## src/rtl/y_div_pkg.sv

```systemverilog
// Shared types and constants for the sequential restoring divider.
//   state_e      : divider FSM states
//   cnt_width()  : step-counter width for a given operand width
//   Div0Quotient : quotient returned on divide-by-zero (all ones)
package y_div_pkg;

  localparam int unsigned DivWidth = 32;

  typedef enum logic [1:0] {
    StIdle,
    StRun,
    StFix
  } state_e;

  // One spare bit so the counter can hold WIDTH itself without wrapping.
  function automatic int unsigned cnt_width(input int unsigned width);
    return $clog2(width) + 1;
  endfunction

  localparam int unsigned StepCntW = cnt_width(DivWidth);

  localparam logic [DivWidth-1:0] Div0Quotient = '1;

endpackage

```

## src/rtl/y_div_seq_if.sv

```systemverilog
// Request/response bundle between the EX stage and the divider.
//   master : drives start, is_signed, dividend, divisor; observes results
//   slave  : the divider side
interface y_div_seq_if
  import y_div_pkg::*;
#(
  parameter int unsigned WIDTH = DivWidth
) ();

  logic             start;
  logic             is_signed;
  logic [WIDTH-1:0] dividend;
  logic [WIDTH-1:0] divisor;
  logic             busy;
  logic             done;
  logic [WIDTH-1:0] quotient;
  logic [WIDTH-1:0] remainder;
  logic             div_zero;

  modport master (
    output start, is_signed, dividend, divisor,
    input  busy, done, quotient, remainder, div_zero
  );

  modport slave (
    input  start, is_signed, dividend, divisor,
    output busy, done, quotient, remainder, div_zero
  );

endinterface

```

## src/rtl/y_div_step.sv

```systemverilog
// One combinational restoring-division step.
//   rem_i      : partial remainder before the step (always < dvs_i)
//   dvd_msb_i  : next dividend bit shifted into the remainder
//   dvs_i      : divisor magnitude
//   next_rem_o : partial remainder after the step
//   q_bit_o    : quotient bit produced by this step
module y_div_step #(
  parameter int unsigned WIDTH = 32
) (
  input  logic [WIDTH-1:0] rem_i,
  input  logic             dvd_msb_i,
  input  logic [WIDTH-1:0] dvs_i,
  output logic [WIDTH-1:0] next_rem_o,
  output logic             q_bit_o
);

  logic [WIDTH:0]   shifted;
  logic [WIDTH+1:0] trial;

  // The shifted remainder keeps its carry-out bit: with a divisor above 2^(WIDTH-1) the
  // remainder can have its MSB set, and dropping it would corrupt the trial subtract.
  always_comb begin
    shifted    = {rem_i, dvd_msb_i};
    trial      = {1'b0, shifted} - {2'b00, dvs_i};
    q_bit_o    = ~trial[WIDTH+1];
    // Either result is below the divisor, so the low WIDTH bits carry it exactly.
    next_rem_o = q_bit_o ? trial[WIDTH-1:0] : shifted[WIDTH-1:0];
  end

endmodule

```

## src/rtl/y_div_seq.sv

```systemverilog
// Multi-cycle restoring divider for DIV/DIVU, one trial subtract per clock.
//   clk    : rising-edge clock
//   reset  : synchronous active-high reset, aborts any division in flight
//   div_io : start/is_signed/dividend/divisor in; busy/done/quotient/remainder/div_zero out
// Latency is WIDTH+2 edges from the accepting edge to the edge that raises done.
module y_div_seq
  import y_div_pkg::*;
#(
  parameter int unsigned WIDTH = DivWidth
) (
  input  logic         clk,
  input  logic         reset,
  y_div_seq_if.slave   div_io
);

  localparam int unsigned       CntW     = cnt_width(WIDTH);
  localparam logic [CntW-1:0]   LastStep = CntW'(WIDTH - 1);

  state_e           state_q, state_d;
  logic [CntW-1:0]  cnt_q, cnt_d;
  logic [WIDTH-1:0] dvd_q, dvd_d;       // dividend shifts out, quotient shifts in
  logic [WIDTH-1:0] dvs_q, dvs_d;
  logic [WIDTH-1:0] rem_q, rem_d;
  logic [WIDTH-1:0] orig_dvd_q, orig_dvd_d;
  logic             neg_quot_q, neg_quot_d;
  logic             neg_rem_q, neg_rem_d;
  logic             dz_q, dz_d;
  logic [WIDTH-1:0] quotient_q, quotient_d;
  logic [WIDTH-1:0] remainder_q, remainder_d;
  logic             div_zero_q, div_zero_d;
  logic             done_q, done_d;

  logic [WIDTH-1:0] next_rem;
  logic             q_bit;

  y_div_step #(
    .WIDTH (WIDTH)
  ) u_step (
    .rem_i      (rem_q),
    .dvd_msb_i  (dvd_q[WIDTH-1]),
    .dvs_i      (dvs_q),
    .next_rem_o (next_rem),
    .q_bit_o    (q_bit)
  );

  always_comb begin
    state_d     = state_q;
    cnt_d       = cnt_q;
    dvd_d       = dvd_q;
    dvs_d       = dvs_q;
    rem_d       = rem_q;
    orig_dvd_d  = orig_dvd_q;
    neg_quot_d  = neg_quot_q;
    neg_rem_d   = neg_rem_q;
    dz_d        = dz_q;
    quotient_d  = quotient_q;
    remainder_d = remainder_q;
    div_zero_d  = div_zero_q;
    done_d      = 1'b0;

    unique case (state_q)
      StIdle: begin
        if (div_io.start) begin
          state_d    = StRun;
          cnt_d      = '0;
          rem_d      = '0;
          dvd_d      = (div_io.is_signed && div_io.dividend[WIDTH-1]) ?
                       -div_io.dividend : div_io.dividend;
          dvs_d      = (div_io.is_signed && div_io.divisor[WIDTH-1]) ?
                       -div_io.divisor : div_io.divisor;
          orig_dvd_d = div_io.dividend;
          neg_quot_d = div_io.is_signed & (div_io.dividend[WIDTH-1] ^ div_io.divisor[WIDTH-1]);
          neg_rem_d  = div_io.is_signed & div_io.dividend[WIDTH-1];
          dz_d       = (div_io.divisor == '0);
        end
      end
      StRun: begin
        dvd_d = {dvd_q[WIDTH-2:0], q_bit};
        rem_d = next_rem;
        cnt_d = cnt_q + 1'b1;
        if (cnt_q == LastStep) begin
          state_d = StFix;
        end
      end
      StFix: begin
        state_d    = StIdle;
        done_d     = 1'b1;
        div_zero_d = dz_q;
        if (dz_q) begin
          // Fixed divide-by-zero result; no sign correction.
          quotient_d  = '1;
          remainder_d = orig_dvd_q;
        end else begin
          // most-negative / -1 wraps back to most-negative here with no special case.
          quotient_d  = neg_quot_q ? -dvd_q : dvd_q;
          remainder_d = neg_rem_q ? -rem_q : rem_q;
        end
      end
      default: begin
        state_d = StIdle;
      end
    endcase
  end

  always_ff @(posedge clk) begin
    if (reset) begin
      state_q     <= StIdle;
      cnt_q       <= '0;
      dvd_q       <= '0;
      dvs_q       <= '0;
      rem_q       <= '0;
      orig_dvd_q  <= '0;
      neg_quot_q  <= 1'b0;
      neg_rem_q   <= 1'b0;
      dz_q        <= 1'b0;
      quotient_q  <= '0;
      remainder_q <= '0;
      div_zero_q  <= 1'b0;
      done_q      <= 1'b0;
    end else begin
      state_q     <= state_d;
      cnt_q       <= cnt_d;
      dvd_q       <= dvd_d;
      dvs_q       <= dvs_d;
      rem_q       <= rem_d;
      orig_dvd_q  <= orig_dvd_d;
      neg_quot_q  <= neg_quot_d;
      neg_rem_q   <= neg_rem_d;
      dz_q        <= dz_d;
      quotient_q  <= quotient_d;
      remainder_q <= remainder_d;
      div_zero_q  <= div_zero_d;
      done_q      <= done_d;
    end
  end

  assign div_io.busy      = (state_q != StIdle);
  assign div_io.done      = done_q;
  assign div_io.quotient  = quotient_q;
  assign div_io.remainder = remainder_q;
  assign div_io.div_zero  = div_zero_q;

endmodule

```

## src/flat_wrapper.sv

```systemverilog
// flat-port wrapper written by rule: the top's interface ports become plain ports
module y_div_seq_flat import y_div_pkg::*;
#(
  parameter int unsigned WIDTH = DivWidth
)
  (clk, reset, div_io_start, div_io_is_signed, div_io_dividend, div_io_divisor, div_io_busy, div_io_done, div_io_quotient, div_io_remainder, div_io_div_zero);
  y_div_seq_if #(.WIDTH(WIDTH)) div_io_i ();
  input  logic clk;
  input  logic reset;
  input wire logic [$bits(div_io_i.start)-1:0] div_io_start;
  input wire logic [$bits(div_io_i.is_signed)-1:0] div_io_is_signed;
  input wire logic [$bits(div_io_i.dividend)-1:0] div_io_dividend;
  input wire logic [$bits(div_io_i.divisor)-1:0] div_io_divisor;
  output wire logic [$bits(div_io_i.busy)-1:0] div_io_busy;
  output wire logic [$bits(div_io_i.done)-1:0] div_io_done;
  output wire logic [$bits(div_io_i.quotient)-1:0] div_io_quotient;
  output wire logic [$bits(div_io_i.remainder)-1:0] div_io_remainder;
  output wire logic [$bits(div_io_i.div_zero)-1:0] div_io_div_zero;
  assign div_io_i.start = div_io_start;
  assign div_io_i.is_signed = div_io_is_signed;
  assign div_io_i.dividend = div_io_dividend;
  assign div_io_i.divisor = div_io_divisor;
  assign div_io_busy = div_io_i.busy;
  assign div_io_done = div_io_i.done;
  assign div_io_quotient = div_io_i.quotient;
  assign div_io_remainder = div_io_i.remainder;
  assign div_io_div_zero = div_io_i.div_zero;
  y_div_seq #(.WIDTH(WIDTH)) u_core (.clk(clk), .reset(reset), .div_io(div_io_i));
endmodule
```

## config.mk

```make
export PLATFORM = sky130hd
export DESIGN_NAME = y_div_seq_flat
export DESIGN_NICKNAME = d
export VERILOG_FILES = /design/src/rtl/y_div_pkg.sv /design/src/rtl/y_div_seq_if.sv /design/src/rtl/y_div_step.sv /design/src/rtl/y_div_seq.sv /design/src/flat_wrapper.sv
export SDC_FILE = /design/constraint.sdc
export NUM_CORES = 1
export LEC_CHECK = 0
export BUFFER_PORTS_ARGS = -buffer_cell sky130_fd_sc_hd__buf_2
export CORE_MARGIN = 10
export CORE_UTILIZATION = 55
export DETAILED_ROUTE_END_ITERATION = 7
export GPL_ROUTABILITY_DRIVEN = 0
export GPL_TIMING_DRIVEN = 0
export PLACE_DENSITY_LB_ADDON = 0.05
export SYNTH_ARGS = -nofsm -noshare
export SYNTH_HDL_FRONTEND = slang
export SYNTH_SLANG_ARGS = --single-unit
```

## constraint.sdc

```tcl
create_clock -name clk -period 5.19 [get_ports clk]
set_input_delay 0.2595 -clock clk [delete_from_list [all_inputs] [get_ports clk]]
set_output_delay 0.2595 -clock clk [all_outputs]
set_load 0.05 [all_outputs]
```

==> summary.txt, run 1 <==
GRT
  – Total gr overflow: 0
  – Met2 Track Usage GR: 0.416
  – First-pass GRT wire length: 61200 um
  – Vias in the first global route: about 11k
  – Gr busiest metal: met2
  – GR Layer Usage met1: 0.350
  – Met3 usage in global routing: 0.0431
  – Total GRT Usage: 0.263
  – Largest net degree at the start of global routing: 13
  – Initial antenna violation count: 2

Floorplan
  – Row cnt: 54
  – # IOs: 135
  – Core area: 21700 um2
  – Initial Util: 0.557
  – Die Span Y: 168 um
  – Die X: 168 um
  – Die area: ~28000 um2

Synthesis
  – Mux contribution to synthesized area: 0.0192
  – Synth area leaders: dfxtp_1 (34%), nand2_1 (8.3%), a21oi_1 (6.4%)
  – Syn_nets: 1691
  – Synth top area share: 0.340
  – Adder-Cell Fraction of Synth Area: 0.0400
  – Synth Area in Simple Gates: 0.197
  – Register area share after synthesis: 0.340
  – Ys Warns: 0
  – Mapped Cells: about 1.6k
  – Seq cells post-synth: a little over 200
  – Syn avg cell area: about 7.6 um2
  – Synth Area in Compound Gates: 0.247
  – Largest family of logic cells by synthesized area: compound AO/OA/AOI/OAI gates
  – Top FF cell, synth: dfxtp_1
  – Yosys top cell by area: dfxtp_1
  – Mapped Area: 12100 um2
  – Number of synthesized flops with an enable pin: 0
  – Asr flop ratio synth: 0
  – Netlist cell types: 70
  – Post-Synth XOR/XNOR Area: 0.102

Drt
  – DRT Pass-1 Iters: 6
  – Final wirelength: 39300 um
  – Routed length per instance: 19.2 um
  – Detailed Route Iter0 Violations: 1132
  – DR DRC count: 0
  – DR vias/cell: 5.95
  – Antenna Violating Nets Remaining: 0
  – Via count: ~12k

Clock tree
  – # H-tree levels: 1
  – TritonCTS buffer count: 24
  – Root buf cell: clkbuf_16
  – Post-CTS Hold Buffers: 0
  – Worst-path clk slew: 0.06 ns
  – CTS tree: built
  – Longest Clk Path Bufs: 3
  – Worst skew pair latency: about 0.53 ns
  – Sink Count: approximately 200
  – Cts repair resizes: 0
  – Post-CTS setup buffer count: 0

Setup path
  – CP Class: reg -> reg
  – Worst setup EP type: register
  – Req. time, crit path: 5.57 ns
  – R2R Path Start: u_core.rem_q[15]
  – Crit path from: u_core.rem_q[15]
  – CP max FO: 10
  – Critical Path Source Type: register
  – Crit path DAT: 3.95 ns

Min path
  – Worst min-delay path category: in -> reg
  – Hold_sp: div_io_dividend[29]

STA
  – Final Critical Period: 3.58 ns
  – Setup Skew: 0.0230 ns
  – Hold Violations, Final: 0
  – F_max: 280 MHz
  – Final period util: 0.689
  – Slew HR: 0.362
  – Worst Tran Pin Value: 0.948 ns
  – Final setup vio count: 0
  – Setup TNS: 0 ns
  – Unrepaired setup endpoints after global routing: no
  – Max-slew violation count: 0

Finish
  – Area grow syn2layout: 15.4%
  – Fin nets: around 1.9k
  – Layout cells sized above 1: 0.113
  – Fin util: 0.643
  – Fill cells: 2035

Power
  – Leakage: between 5 and 6 nW
  – Pwr dens: 299 nW/um2
  – VDD IR-drop max: 0.000217 V

Place
  – I/O Buffers: between 100 and 150
  – Hpwl dp: 30500 um

Run status
  – Status: finished clean

Job
  – Max cap viols: 0
==> sequential cells by signal (all words and copies together), names as in the netlist <==
| register | cells |
|---|---|
| u_core.orig_dvd_q | 32 |
| u_core.div_io.done | 1 |
| u_core.neg_quot_q | 1 |
| u_core.div_io.remainder | 32 |
| u_core.div_io.quotient | 32 |
| u_core.state_q | 2 |
| u_core.dz_q | 1 |
| u_core.dvd_q | 32 |
| u_core.rem_q | 32 |
| u_core.div_io.div_zero | 1 |
| u_core.cnt_q | 6 |
| u_core.neg_rem_q | 1 |
| u_core.dvs_q | 32 |
==> synth_stat cells (all sizes together) (3+ instances only) <==
master and number:
a211oi 43, a21boi 3, a21o 10, a21oi 154, a22oi 29, a311oi 6, a31oi 10, a32oi 9
and2 10, and3 4, buf 9, clkbuf 91, dfxtp 205, ha 37, inv 56, mux2i 22
nand2 267, nand2b 9, nand3 26, nand3b 3, nand4 11, nor2 128, nor2b 5, nor3 30
nor4 9, o2111ai 3, o211ai 9, o21a 9, o21ai 116, o22ai 18, o31ai 23, o41ai 18
or2 6, or3 14, or4 14, xnor2 67, xor2 74
==> cell usage in the layout, fill, tap and decap left out, drive strengths merged, types with 56 or more instances in the layout <==
| cell | n |
|---|---|
| clkbuf | 124 |
| dfxtp | 205 |
| a21oi | 154 |
| buf | 143 |
| inv | 56 |
| xor2 | 74 |
| nor2 | 128 |
| xnor2 | 67 |
| o21ai | 116 |
| nand2 | 267 |
==> stage by stage <==
stage | hold slack (ns) | area [um2] | worst slack [ns] | std cells | total power [mW]
2_1_floorplan | 0.395 | 12100 | 2.45 | 1585 | 2.16
3_3_place_gp | 0.438 | 13100 | 1.70 | 1999 | 2.36
3_5_place_dp | 0.443 | 13100 | 1.61 | 1999 | 2.37
4_1_cts | 0.0140 | 13900 | 1.61 | 2039 | 4.15
5_1_grt | 0.0425 | 13900 | 1.21 | 2039 | 4.30
6_report | 0.0187 | 13900 | 1.61 | 2042 | 4.16
==> logic make-up after synthesis <==
logic type / after synthesis
AOI/OAI and AO/OA: 479
xor gates and xnor gates: 141
adders and majority gates: 38
buffers and inverters: 157
DFF: 205
muxes: 23
and+or+nand+nor: 542
==> final cells by class <==
type | instances | area (um2) | area share
inverter | 56 | 210 | 0.0151
clock buffer | 33 | 696 | 0.0499
tap | 280 | 350 | 0.0251
antenna | 3 | 7.51 | 0.000539
sequential | 205 | 4100 | 0.294
timing repair buffer | 134 | 671 | 0.0481
buffer | 101 | 443 | 0.0318
multi-input combinational | 1223 | 7320 | 0.525
clock inverter | 7 | 135 | 0.00970
==> worst max-delay path, stage by stage, from the launching register on <==
cell	delay, ns
dfxtp_1	0.56
ha_1	0.30
clkbuf_1	0.20
a21oi_1	0.17
o21a_1	0.21
nand3_1	0.10
o31ai_1	0.57
o211ai_1	0.40
and2_1	0.27
buf_2	0.16
buf_2	0.25
mux2i_1	0.18
o21ai_0	0.08
==> metal layers <==
layer | wire, um | vias up
li1 | - | 5924
met1 | 17000 | 5600
met2 | 17300 | 515
met3 | 3130 | 105
met4 | 1830 | 0
met5 | 0 | -
==> power by group <==
part	internal (mW)	total (mW)	switching, mW
registers	1.64	1.69	0.0562
clock network	1.13	1.81	0.684
logic	0.238	0.660	0.423
total	3.00	4.16	1.16
==> worst paths after layout <==
kind / end / slack (ns) / cells after the start
worst max-delay path: u_core.rem_q[12] / 1.61 / 12
worst min-delay path: u_core.orig_dvd_q[29] / 0.02 / 3
worst max register to register: u_core.rem_q[12] / 1.61 / 12
worst min register to register: u_core.div_io.remainder[12] / 0.45 / 2
Power figures use the tool's default switching activity.
==> run 2, diff against run 1 <==
--- a/config.mk
+++ b/config.mk
@@ -5,6 +5,7 @@
 export SDC_FILE = /design/constraint.sdc
 export NUM_CORES = 1
 export LEC_CHECK = 0
+export ABC_AREA = 1
 export BUFFER_PORTS_ARGS = -buffer_cell sky130_fd_sc_hd__buf_2
 export CORE_MARGIN = 10
 export CORE_UTILIZATION = 55
==> constraint.sdc (replaced) <==
create_clock -name clk -period 2.9 [get_ports clk]
set_input_delay 0.145 -clock clk [delete_from_list [all_inputs] [get_ports clk]]
set_output_delay 0.145 -clock clk [all_outputs]
set_load 0.05 [all_outputs]
==> run 2 against run 1 <==
The flow now finishes with violations (DRC). Total power rose to 4.2 times the previous value. Setup slack worse by 1.3 ns. Synthesized area rose by 17%. Highest routed layer unchanged. Non-clock buffer count rose by 26. Flip-flop and latch count is the same. Final cell count increased by 38%. Register-to-register slack got worse by 1.3 ns. Critical path type unchanged.
==> summary.txt, run 2 <==
Drt
  – Via count: 16.0k (+32%)
  – Wl on met1: 21600 um (+27%)
  – DR vias/cell: 5.67 (-4.7%)
  – Routed length per instance: 18.3 um (-4.8%)
  – Routed wl met2: 22600 um (+31%)
  – DRT Pass-1 Iters: 8 (+2)
  – Metal3 WL: 5120 um (+64%)
  – Antenna Violating Nets Remaining: 0 (unchanged)
  – Detailed Route Iter0 Violations: 1874 (+66%)
  – DR DRC count: 1 (+1)
  – Final wirelength: 51600 um (+31%)
  – Top Layer Used: met4

Synthesis
  – Syn avg cell area: 6.17 um2 (-19%)
  – Seq cells post-synth: 205 (unchanged)
  – Number of synthesized flops with an enable pin: 0 (unchanged)
  – Asr flop ratio synth: 0 (unchanged)
  – Mapped Cells: 2281 (+44%)
  – Ys Warns: 0 (unchanged)
  – Register area share after synthesis: 0.292 (-0.0481)
  – Synth top area share: 0.292 (-0.0481)
  – Mapped Area: 14100 um2 (+17%)
  – Syn_nets: 2387 (+41%)
  – Post-synth top cells: nand2_1 (556), inv_1 (348), nor2_1 (241)
  – Top FF cell, synth: dfxtp_1
  – Yosys top cell by area: dfxtp_1
  – Netlist cell types: 50 (-29%)
  – Synth area leaders: dfxtp_1 (29%), nand2_1 (15%), inv_1 (9.3%)
  – Most common cell in the netlist: nand2_1

STA
  – Slew HR: 0.370 (+0.00773)
  – Setup Skew: 0.0312 ns (+0.00812 ns)
  – Unrepaired setup endpoints after global routing: no
  – Final Critical Period: 2.59 ns (-0.987 ns)
  – F_max: 386 MHz (+38%)
  – Setup TNS: 0 ns (unchanged)
  – Final period util: 0.893 (+0.204)
  – Hold slack: 0.0108 ns (-0.00790 ns)
  – Max-slew violation count: 0 (unchanged)
  – Hold Violations, Final: 0 (unchanged)
  – Final setup vio count: 0 (unchanged)
  – Worst Tran Pin Value: 0.945 ns (-0.00285 ns)
  – Final Worst Setup Slack: 0.310 ns (-1.30 ns)

Finish
  – Highest-count cells in the layout ignoring fill and taps: nand2_1 (556), inv_1 (348), nor2_1 (241)
  – Commonest non-fill, non-tap cell in the layout: nand2_1
  – Finished Layout Cells: 2818 (+38%)
  – Number of diodes: 0 (-3)
  – FF+latch area: 4100 um2 (unchanged)
  – Fin nets: 2579 (+39%)
  – Area grow syn2layout: 15.6%
  – Layout cells sized above 1: 0.0961 (-0.0165)
  – Fill cells: 2427 (+19%)
  – Fin util: 0.646 (+0.00327)
  – Multi-input logic area: 8210 um2 (+12%)

Setup path
  – Worst r2r dst: u_core.rem_q[28]
  – Crit path DAT: 2.97 ns (-0.98 ns)
  – CP Class: reg -> reg
  – Critical Path Source Type: register
  – Req. time, crit path: 3.28 ns (-2.29 ns)
  – CP Capture Point: u_core.rem_q[28]
  – CP max FO: 4 (-6)
  – R2R Setup Slk: 0.31 ns (-1.30 ns)
  – Worst setup EP type: register
  – R2R Path Start: u_core.dvd_q[31]
  – FF-to-FF path depth: 16 (+4)
  – Crit path from: u_core.dvd_q[31]

Min path
  – Worst min-delay path category: in -> reg
  – Hold_sp: div_io_dividend[5]

GRT
  – Initial antenna violation count: 0 (-2)
  – Vias in the first global route: 14.8k (+31%)
  – First-pass GRT wire length: 80200 um (+31%)
  – Largest net degree at the start of global routing: 13 (unchanged)
  – Total GRT Usage: 0.302 (+0.0385)
  – Total gr overflow: 0 (unchanged)

Floorplan
  – Row cnt: 58 (+7.4%)
  – Die area: 32400 um2 (+14%)
  – Core area: 25200 um2 (+16%)
  – Initial Util: 0.559 (+0.00190)
  – # IOs: 135 (unchanged)
  – Die X: 180 um (+7.0%)
  – Die Span Y: 180 um (+7.0%)

Job
  – Max cap viols: 0 (unchanged)

Power
  – Leakage: 8.18 nW (+49%)
  – Pwr dens: 1080 nW/um2 (+260%)
  – Sw frac: 0.499 (+0.220)
  – Combinational share of power: 0.617 (+0.458)
  – VDD IR-drop max: 0.00106 V (+390%)
  – Switching power: 8.80 mW (+660%)
  – Internal: 8.84 mW (+190%)
  – Sequential power share: 0.205 (-0.201)
  – Clock share of power: 0.178 (-0.257)

Clock tree
  – Worst skew pair latency: 0.55 ns (+0.02 ns)
  – Worst-path clk slew: 0.06 ns (about the same)
  – Post-CTS setup buffer count: 0 (unchanged)
  – Root buf cell: clkbuf_16
  – Cts repair resizes: 0 (unchanged)
  – Sink Count: 205 (unchanged)
  – # H-tree levels: 1 (unchanged)
  – TritonCTS buffer count: 25 (+4.2%)
  – Longest Clk Path Bufs: 3 (unchanged)
  – CTS tree: built

Run status
  – Status: finished, violations left
  – Failing checks: DRC

Place
  – # placed instances: 2745 (+37%)
  – I/O Buffers: 134 (unchanged)
  – Hpwl dp: 41000 um (+34%)
  – Pre-CTS setup slack: 0.424 ns (-1.18 ns)
[run 2: what timing repair did]
item	4_1_cts	5_1_grt
endpoints found under the setup margin	0	0
hold buffers	31	0
hold endpoints to repair	36	0
[run 2: worst max-delay path: stages (launching register included)]
cell,delay (ns)
dfxtp_1,0.31
inv_1,0.22
ha_1,0.20
inv_1,0.08
fa_1,0.42
nand2_1,0.13
nand3_1,0.11
nand3_1,0.09
nand2_1,0.14
nand2_1,0.09
nand2_1,0.10
nand2_1,0.14
nand2_1,0.07
nand2_1,0.06
nand3_1,0.12
nand2_1,0.10
a21oi_1,0.06
[run 2: worst min path at each step]
stage                                end  cells after the start
floorplan               u_core.dvs_q[31]                      2
finish              u_core.orig_dvd_q[5]                      3
global route             u_core.dvs_q[8]                      3
detailed placement       u_core.dvs_q[0]                      3
global placement         u_core.dvs_q[0]                      3
CTS                      u_core.dvs_q[8]                      3
[run 2: through the flow]
step                      total power [mW]  instance area (um2)
after detailed placement              14.2                15200
after global routing                  19.0                16300
after CTS                             17.4                16300
after global placement                14.0                15200
final                                 17.6                16300
after floorplan                       11.6                14100
[run 2: layer usage]
metal,up-vias,track usage
met5,-,0
met4,0,0.114
met3,155,0.0554
met2,877,0.485
met1,7180,0.394
li1,7767,-
[run 2: final cells by class]
| cell class | count | area share |
|---|---|---|
| multi-input combinational | 1628 | 0.505 |
| sequential | 205 | 0.252 |
| inverter | 352 | 0.0812 |
| timing repair buffer | 165 | 0.0603 |
| clock buffer | 33 | 0.0415 |
| buffer | 96 | 0.0268 |
| tap | 330 | 0.0254 |
| clock inverter | 9 | 0.00762 |
[run 2: cell families (layout without fill, tap and decap cells)]
kind of cell	count (synthesis)	count (layout)	share of synthesized area
compound gates	426	426	0.173
fa+ha+maj	38	38	0.0343
buf+inv	448	655	0.125
flops	205	205	0.292
simple gates	1097	1097	0.335
xor+xnor	67	67	0.0417
[run 2: power by group through the flow]
| stage | clock network (mW) | registers [mW] | logic, mW |
|---|---|---|---|
| finish | 3.14 | 3.61 | 10.9 |
| global route | 3.24 | 3.62 | 12.2 |
| CTS | 3.13 | 3.58 | 10.7 |
| detailed placement | 0 | 3.64 | 10.6 |
| global placement | 0 | 3.64 | 10.4 |
| floorplan | 0 | 3.42 | 8.14 |
